### src/rtl/stage3_types_pkg.sv
// Shared types for the 3-stage pipeline: the fetch->execute bundle and the fetch FSM states.
package stage3_types_pkg;

  typedef struct packed {
    logic        valid;
    logic        token;
    logic [31:0] pc;
    logic [31:0] pc4;
    logic [31:0] instr;
    logic [31:0] prediction;
    logic        fault_insn;
    logic        mal_insn;
    logic [31:0] badaddr;
  } fetch_ex_t;

  typedef enum logic [1:0] {
    FETCH = 2'd0,
    DRAIN = 2'd1,
    HOLD  = 2'd2
  } fetch_state_t;

endpackage

### src/rtl/stage3_fetch_stage.sv
// Fetch stage: owns the PC, issues igen reads, applies prediction and presents
// fetch_ex_t to execute through a valid/ready output slot backed by a skid register.
module stage3_fetch_stage
  import stage3_types_pkg::*;
#(
  parameter logic [31:0] RESET_PC = 32'h0000_0200
) (
  input  logic        CLK,
  input  logic        nRST,
  input  logic        ex_ready,
  input  logic        redirect,
  input  logic [31:0] redirect_pc,
  input  logic        halt,
  input  logic        predict_taken,
  input  logic [31:0] predict_target,
  output logic [31:0] pc_o,
  output logic        iren,
  output logic [31:0] iaddr,
  input  logic        ibusy,
  input  logic [31:0] irdata,
  input  logic        ierror,
  output fetch_ex_t   fetch_out
);

  fetch_state_t state;
  logic [31:0]  pc;
  logic [31:0]  drain_addr;
  fetch_ex_t    skid;
  logic         pending;
  logic         armed;
  logic         mal_sent;

  logic [31:0]  pc_plus4;
  logic [31:0]  next_pc;
  logic         aligned;
  logic         slot_open;
  logic         complete;
  fetch_ex_t    resp;
  fetch_ex_t    mal_resp;

  assign pc_o = pc;

  always_comb begin
    pc_plus4  = pc + 32'd4;
    next_pc   = predict_taken ? predict_target : pc_plus4;
    aligned   = (pc[1:0] == 2'b00);
    slot_open = !fetch_out.valid || ex_ready;

    iren  = 1'b0;
    iaddr = pc;
    unique case (state)
      // once a request is on the bus it stays there until completion, whatever the slot does
      FETCH:   iren = armed && (pending || (!halt && aligned && slot_open));
      DRAIN: begin
        iren  = 1'b1;
        iaddr = drain_addr;
      end
      default: iren = 1'b0;
    endcase
    complete = iren && !ibusy;

    resp            = '0;
    resp.valid      = 1'b1;
    resp.token      = 1'b1;
    resp.pc         = pc;
    resp.pc4        = pc_plus4;
    resp.instr      = irdata;
    resp.prediction = next_pc;
    resp.fault_insn = ierror;
    resp.badaddr    = ierror ? pc : '0;

    mal_resp            = '0;
    mal_resp.valid      = 1'b1;
    mal_resp.pc         = pc;
    mal_resp.pc4        = pc_plus4;
    mal_resp.prediction = pc;
    mal_resp.mal_insn   = 1'b1;
    mal_resp.badaddr    = pc;
  end

  always_ff @(posedge CLK or negedge nRST) begin
    if (!nRST) begin
      state      <= FETCH;
      pc         <= RESET_PC;
      drain_addr <= '0;
      fetch_out  <= '0;
      skid       <= '0;
      pending    <= 1'b0;
      armed      <= 1'b0;
      mal_sent   <= 1'b0;
    end else begin
      armed <= 1'b1;
      if (ex_ready) fetch_out.valid <= 1'b0;

      if (redirect) begin
        pc         <= redirect_pc;
        fetch_out  <= '0;
        skid       <= '0;
        pending    <= 1'b0;
        mal_sent   <= 1'b0;
        drain_addr <= iaddr;
        state      <= (iren && ibusy) ? DRAIN : FETCH;
      end else begin
        unique case (state)
          FETCH: begin
            pending <= iren && ibusy;
            if (complete) begin
              pc <= next_pc;
              if (slot_open) begin
                fetch_out <= resp;
              end else begin
                skid  <= resp;
                state <= HOLD;
              end
            end else if (armed && !halt && !aligned && !mal_sent && slot_open) begin
              fetch_out <= mal_resp;
              mal_sent  <= 1'b1;
            end
          end
          DRAIN: begin
            if (complete) state <= FETCH;
          end
          HOLD: begin
            if (ex_ready) begin
              fetch_out <= skid;
              skid      <= '0;
              state     <= FETCH;
            end
          end
          default: state <= FETCH;
        endcase
      end
    end
  end

endmodule

### config.mk
export PLATFORM = sky130hd
export DESIGN_NAME = stage3_fetch_stage
export DESIGN_NICKNAME = d
export VERILOG_FILES = /design/src/rtl/stage3_types_pkg.sv /design/src/rtl/stage3_fetch_stage.sv
export SDC_FILE = /design/constraint.sdc
export NUM_CORES = 1
export LEC_CHECK = 0
export ABC_AREA = 1
export CAP_MARGIN = 20
export CELL_PAD_IN_SITES_DETAIL_PLACEMENT = 0
export CELL_PAD_IN_SITES_GLOBAL_PLACEMENT = 1
export CORE_ASPECT_RATIO = 0.6
export CORE_MARGIN = 1.5
export CORE_UTILIZATION = 43
export DETAILED_ROUTE_END_ITERATION = 10
export PLACE_DENSITY = 0.91
export SYNTH_ARGS = -nofsm -noshare
export SYNTH_HDL_FRONTEND = slang
export SYNTH_SLANG_ARGS = --single-unit
### constraint.sdc
create_clock -name CLK -period 3.12 [get_ports CLK]
set_clock_uncertainty 0.15 [all_clocks]
set_input_delay 0.468 -clock CLK [delete_from_list [all_inputs] [get_ports CLK]]
set_output_delay 0.468 -clock CLK [all_outputs]
set_load 0.02 [all_outputs]
Yosys cells after proc, flatten, opt, wreduce, memory -nomap -nowiden
Index checks and enable logic that the tools add are counted.

Add/subtract/negate cells: 1. Multiply operators: 0. Div/mod/pow operators: 0. $lt $le $gt $ge: 0. Equal/unequal tests: 9. Shift-type cells: 0. Muxes and demuxes: 32. Bitwise logic cells: 0. Reductions and logical operators: 27.

Operator list (count): $mux 164 (9); $pmux 164 s2 (2); $mux 32 (6); $add 32x3->32 const B (1); $ne 3x3->1 const B (4); $reduce_and 4->1 (3); $mux 2 (5); $logic_and 1x1->1 (9); $mux 1 (8); $ne 4x4->1 const B (2); $pmux 2 s3 (1); $reduce_bool 2->1 (3); $logic_not 1->1 (5); $logic_not 2->1 (2); $reduce_and 3->1 (1); $reduce_bool 3->1 (1); $eq 2x1->1 const B (1); $eq 2x2->1 const B (1); $logic_or 1x1->1 (2); $ne 2x2->1 const B (1); $pmux 1 s2 (1); $reduce_and 2->1 (1).

Register bits: 397. Bits in latches: 0. Bits in writable memories: 0. Memory bits (read-only): 0. Output and inout bits: 229. Logic and storage cells: 93. Memories: 0.

Longest topological paths before layout
Depth in word-level cells: 10. Gate-level depth with buffers: 15. Mapped depth without buffers: 15.

Worst setup path before layout
No wires, ideal clock.

Kind: reg-to-reg. Start: reg pc[1] (netlist: pc_o[1]). End: reg skid[104] in the netlist's numbering. Arrival: 1.977 ns. Path slack: 0.853 ns. Cell stages (with the launch flop): 13. Buffers on the path: 2. Period minus slack after synthesis: 2.267 ns. Cells stage by stage: dfrtp_1 > nor2_1 > nand3_1 > nand2_1 > nand3_1 > nand2_2 > nand2_2 > nand2_1 > nand3_4 > inv_4 > buf_4 > buf_2 > o22ai_2.

Longest elaborated chain between the ends: 9. Elaborated cells on any way between the ends: 14. Those cells by class: add/sub: 1; eq/ne: 1; mux: 5; reduce/logical: 7.

Ends and longest elaborated chain: from (decl) (line stage3_fetch_stage.sv:26) `logic [31:0] pc;`; from (signal assigned) (line stage3_fetch_stage.sv:96) `pc <= redirect_pc;`; from (signal assigned) (line stage3_fetch_stage.sv:108) `pc <= next_pc;`; $logic_not 2->1 (line stage3_fetch_stage.sv:46) `aligned = (pc[1:0] == 2'b00);`; $logic_and 1x1->1 (2 in series) (line stage3_fetch_stage.sv:53) `FETCH: iren = armed && (pending || (!halt && aligned && slot_open));`; $logic_or 1x1->1 (line stage3_fetch_stage.sv:53); $logic_and 1x1->1 (line stage3_fetch_stage.sv:53); $pmux 1 s2 (line stage3_fetch_stage.sv:51) `unique case (state)`; net iren (line stage3_fetch_stage.sv:17) `output logic iren,`; $logic_and 1x1->1 (line stage3_fetch_stage.sv:60) `complete = iren && !ibusy;`; $ne 3x3->1 (no source line); $reduce_and 4->1 (no source line); to (signal assigned) (line stage3_fetch_stage.sv:112) `skid <= resp;`; to (decl) (line stage3_fetch_stage.sv:28) `fetch_ex_t skid;`.

The timed path passes the listed nets, and every way through them passes these cells. The select of a mux whose other input is x is not followed. A chain may end at the register's enable or synchronous reset.

Worst setup path in the final report
Start: reg state[1]. End: out iaddr[27].

Longest elaborated chain between the ends: 2.

Ends and longest elaborated chain: from (decl) (line stage3_fetch_stage.sv:25) `fetch_state_t state;`; from (signal assigned) (line stage3_fetch_stage.sv:102) `state <= (iren && ibusy) ? DRAIN : FETCH;`; $eq 2x1->1 (line stage3_fetch_stage.sv:51); $mux 32 (line stage3_fetch_stage.sv:51); to (decl) (line stage3_fetch_stage.sv:18) `output logic [31:0] iaddr,`.

Every way passes these cells.

==> flow_summary.json <==
{
  "p_sw_frac": 0.348,
  "status": "finished clean",
  "clockRootBuffer": "clkbuf_16",
  "synth_top_area_cell": "dfrtp_1",
  "clock_sinks": 391,
  "grt_max_degree": 94,
  "placed_area_um2": 24200,
  "rsz0062_at_grt": "no",
  "vias_per_cell": 5.54,
  "hold_path_class": "in -> reg",
  "reg2regPathDepth": 10,
  "cp.depth": 5,
  "numCtsBuffers": 41,
  "period_needed_ns": 3.03,
  "synth-edff-count": 0,
  "endpoint_kind": "primary output",
  "dieHeight_um": 169,
  "final.setup.tns_ns": 0,
  "ys_types": 39,
  "syn_inst": 2516,
  "drt_wl_total_mm": 75.0,
  "crit_path_start_kind": "flip-flop",
  "grt_usage": 0.312,
  "whs_ns": 0.164,
  "drv_slew": 0,
  "worst-slew-pin-transition_ns": 0.966,
  "yosys-top-cells-area": "dfrtp_1, nand2_1, o21ai_0",
  "dpl.cell_count": 3383,
  "core_um2": 45200,
  "setup_violations": 0,
  "slowest_delay_ns": 0.64,
  "wire_per_inst_um": 21.7,
  "final_area_um2": 25700,
  "drive_gt1_frac": 0.105,
  "hold_viol": 0,
  "finalCritPeriodShare": 0.972,
  "dp_hpwl_mm": 52.6,
  "routabilityCongestion": 0.959,
  "pin_count": 333,
  "power_mw": 16.5,
  "die_x_um": 280,
  "p_switching_mw": 5.75,
  "combPwrFrac": 0.294,
  "drtPass1Iterations": 6,
  "initialDrtViolationCount": 2413,
  "critPathMaxFanout": 49,
  "synth_seq_area_share": 0.493,
  "min_path_cells": 3,
  "port_buffers": 332,
  "ys_warn_count": 0,
  "cp_cell_sequence": "inv_1, nand2_4, buf_12, o21ai_0, clkdlybuf4s50_1",
  "gr-total-overflow": 0,
  "r2r_slack_ns": 0.32,
  "crit_family": "buffers and inverters",
  "post_cts_buffers": 0,
  "p_per_area_nw_per_um2": 644,
  "leakage_nw": 12.4,
  "final_antenna_net_count": 0,
  "dp_slack_ns": 0.179,
  "cts_tree": "yes",
  "fmax_ghz": 0.330,
  "row_count": 60,
  "fin_cells": 3460,
  "grt_pass1_vias": 18400,
  "internal_power_mw": 10.8,
  "path_class": "reg -> out",
  "syn_to_final_growth_pct": 29.2,
  "synth_area_um2": 19900,
  "p_clk_frac": 0.319,
  "htreeDepth": 2,
  "nNetsFinal": 2912,
  "cp.arrival_ns": 2.41,
  "cp_slowest_cell": "clkdlybuf4s50_1",
  "synth_seq_cells": 391,
  "clk_latency_ns": 0.56,
  "synthArstFlopShare": 1.00,
  "grt_pass1_wl_mm": 113,
  "syn_nets": 2621,
  "p_seq_frac": 0.387,
  "synth_most_common_cell": "nand2_1",
  "vias": 19200,
  "ir_drop_uv": 371,
  "max-clock-path-buffers": 3,
  "worst_slack_ns": 0.0875,
  "synth_common_cells": "nand2_1, dfrtp_1, inv_1",
  "drv_cap": 0,
  "synth_top_area_frac": 0.491,
  "synth.avg_cell_area_um2": 7.89,
  "dieArea_um2": 47500,
  "grt_antenna_before_repair": 3,
  "final_util": 0.568,
  "drc": 0,
  "start_util": 0.439,
  "timing.slew.headroom": 0.356,
  "synthFlopType": "dfrtp_1",
  "worst-path-buf-inv": 3,
  "clk_pin_slew_ns": 0.06,
  "worstPathRequired_ns": 2.50
}
cell families (layout without fill, tap and decap cells):
family	Yosys count	in the layout	share of synthesized area
AND/OR/NAND/NOR	1155	1155	0.232
flip-flops	391	391	0.493
XOR/XNOR	6	6	0.00265
buffers and inverters	437	759	0.0905
AO/OA/AOI/OAI	525	525	0.182
other	1	3	0.000189
adder cells (fa/ha/maj)	1	1	0.000630
cell usage in the layout (no fill, tap or decap), types with 7 or more instances in the layout:
master,Yosys,routed
a21oi_1,8,7
buf_12,0,24
buf_4,3,65
clkbuf_16,0,43
clkdlybuf4s50_1,0,300
clkinv_2,0,10
dfrtp_1,390,390
dlymetal6s2s_1,0,24
inv_1,254,253
nand2_1,925,924
nand3_1,117,117
nor2_1,61,61
nor3_1,22,22
o211ai_1,12,12
o21ai_0,253,253
o21ai_1,52,52
o221ai_1,14,14
o22ai_1,61,61
o22ai_2,100,100
o31ai_1,18,18
or2_2,13,13
path summary, 6_finish.rpt:
path,to,start
min reg2reg,fetch_out[136]$_DFFE_PN0P_,fetch_out[136]$_DFFE_PN0P_
max,iaddr[27],state[1]$_DFFE_PN0P_
min in group asynchronous,fetch_out[141]$_DFFE_PN0P_,nRST
max in group asynchronous,pc_o[9]$_DFFE_PN1P_,nRST
min,pc_o[9]$_DFFE_PN1P_,redirect
max reg2reg,fetch_out[128]$_DFFE_PN0P_,pc_o[10]$_DFFE_PN0P_
registers in the layout (all words and copies together), names as in the netlist:
register / cells
armed: 1
fetch_out: 162
skid: 160
mal_sent: 1
pc_o: 32
pending: 1
state: 2
drain_addr: 32
power groups by stage:
stage	clock network, mW	logic, mW	registers [mW]
4_1_cts	5.31	4.83	6.38
6_report	5.28	4.86	6.39
3_5_place_dp	0	4.81	6.46
5_1_grt	5.53	5.22	6.47
3_3_place_gp	0	4.73	6.43
2_1_floorplan	0	2.38	6.67
worst register-to-register path: stages, from the launching register on:
cell and delay [ns]:
dfrtp_1 0.51, nand2_1 0.16, nor2_1 0.34, buf_4 0.22
nand2_1 0.06, nor2_1 0.34, nand3_1 0.16, nand2_1 0.13
nor2_1 0.05, a21boi_0 0.45, o21ai_1 0.10
what timing repair did:
item	CTS	global route
endpoints found under the setup margin	21	24
hold endpoints to repair	57	0
hold buffers	1	0
gates resized for setup	7	24
layer usage:
layer,wire (µm),up-vias,GRT usage
met1,33800,9389,0.471
li1,-,8693,-
met4,1570,0,0.0719
met2,31700,978,0.446
met3,7930,103,0.0814
met5,0,-,0
layout make-up:
| type | count | area (µm²) |
|---|---|---|
| well taps | 620 | 776 |
| flip-flops and latches | 391 | 9790 |
| multi-input cells | 1688 | 8320 |
| clock buffers | 55 | 1180 |
| diodes | 2 | 5.00 |
| fillers | 4145 | 19500 |
| repair buffers | 421 | 4350 |
| inverters | 264 | 1000 |
| clock inverters | 19 | 235 |
No activity file was read; power rests on OpenSTA's default activity.
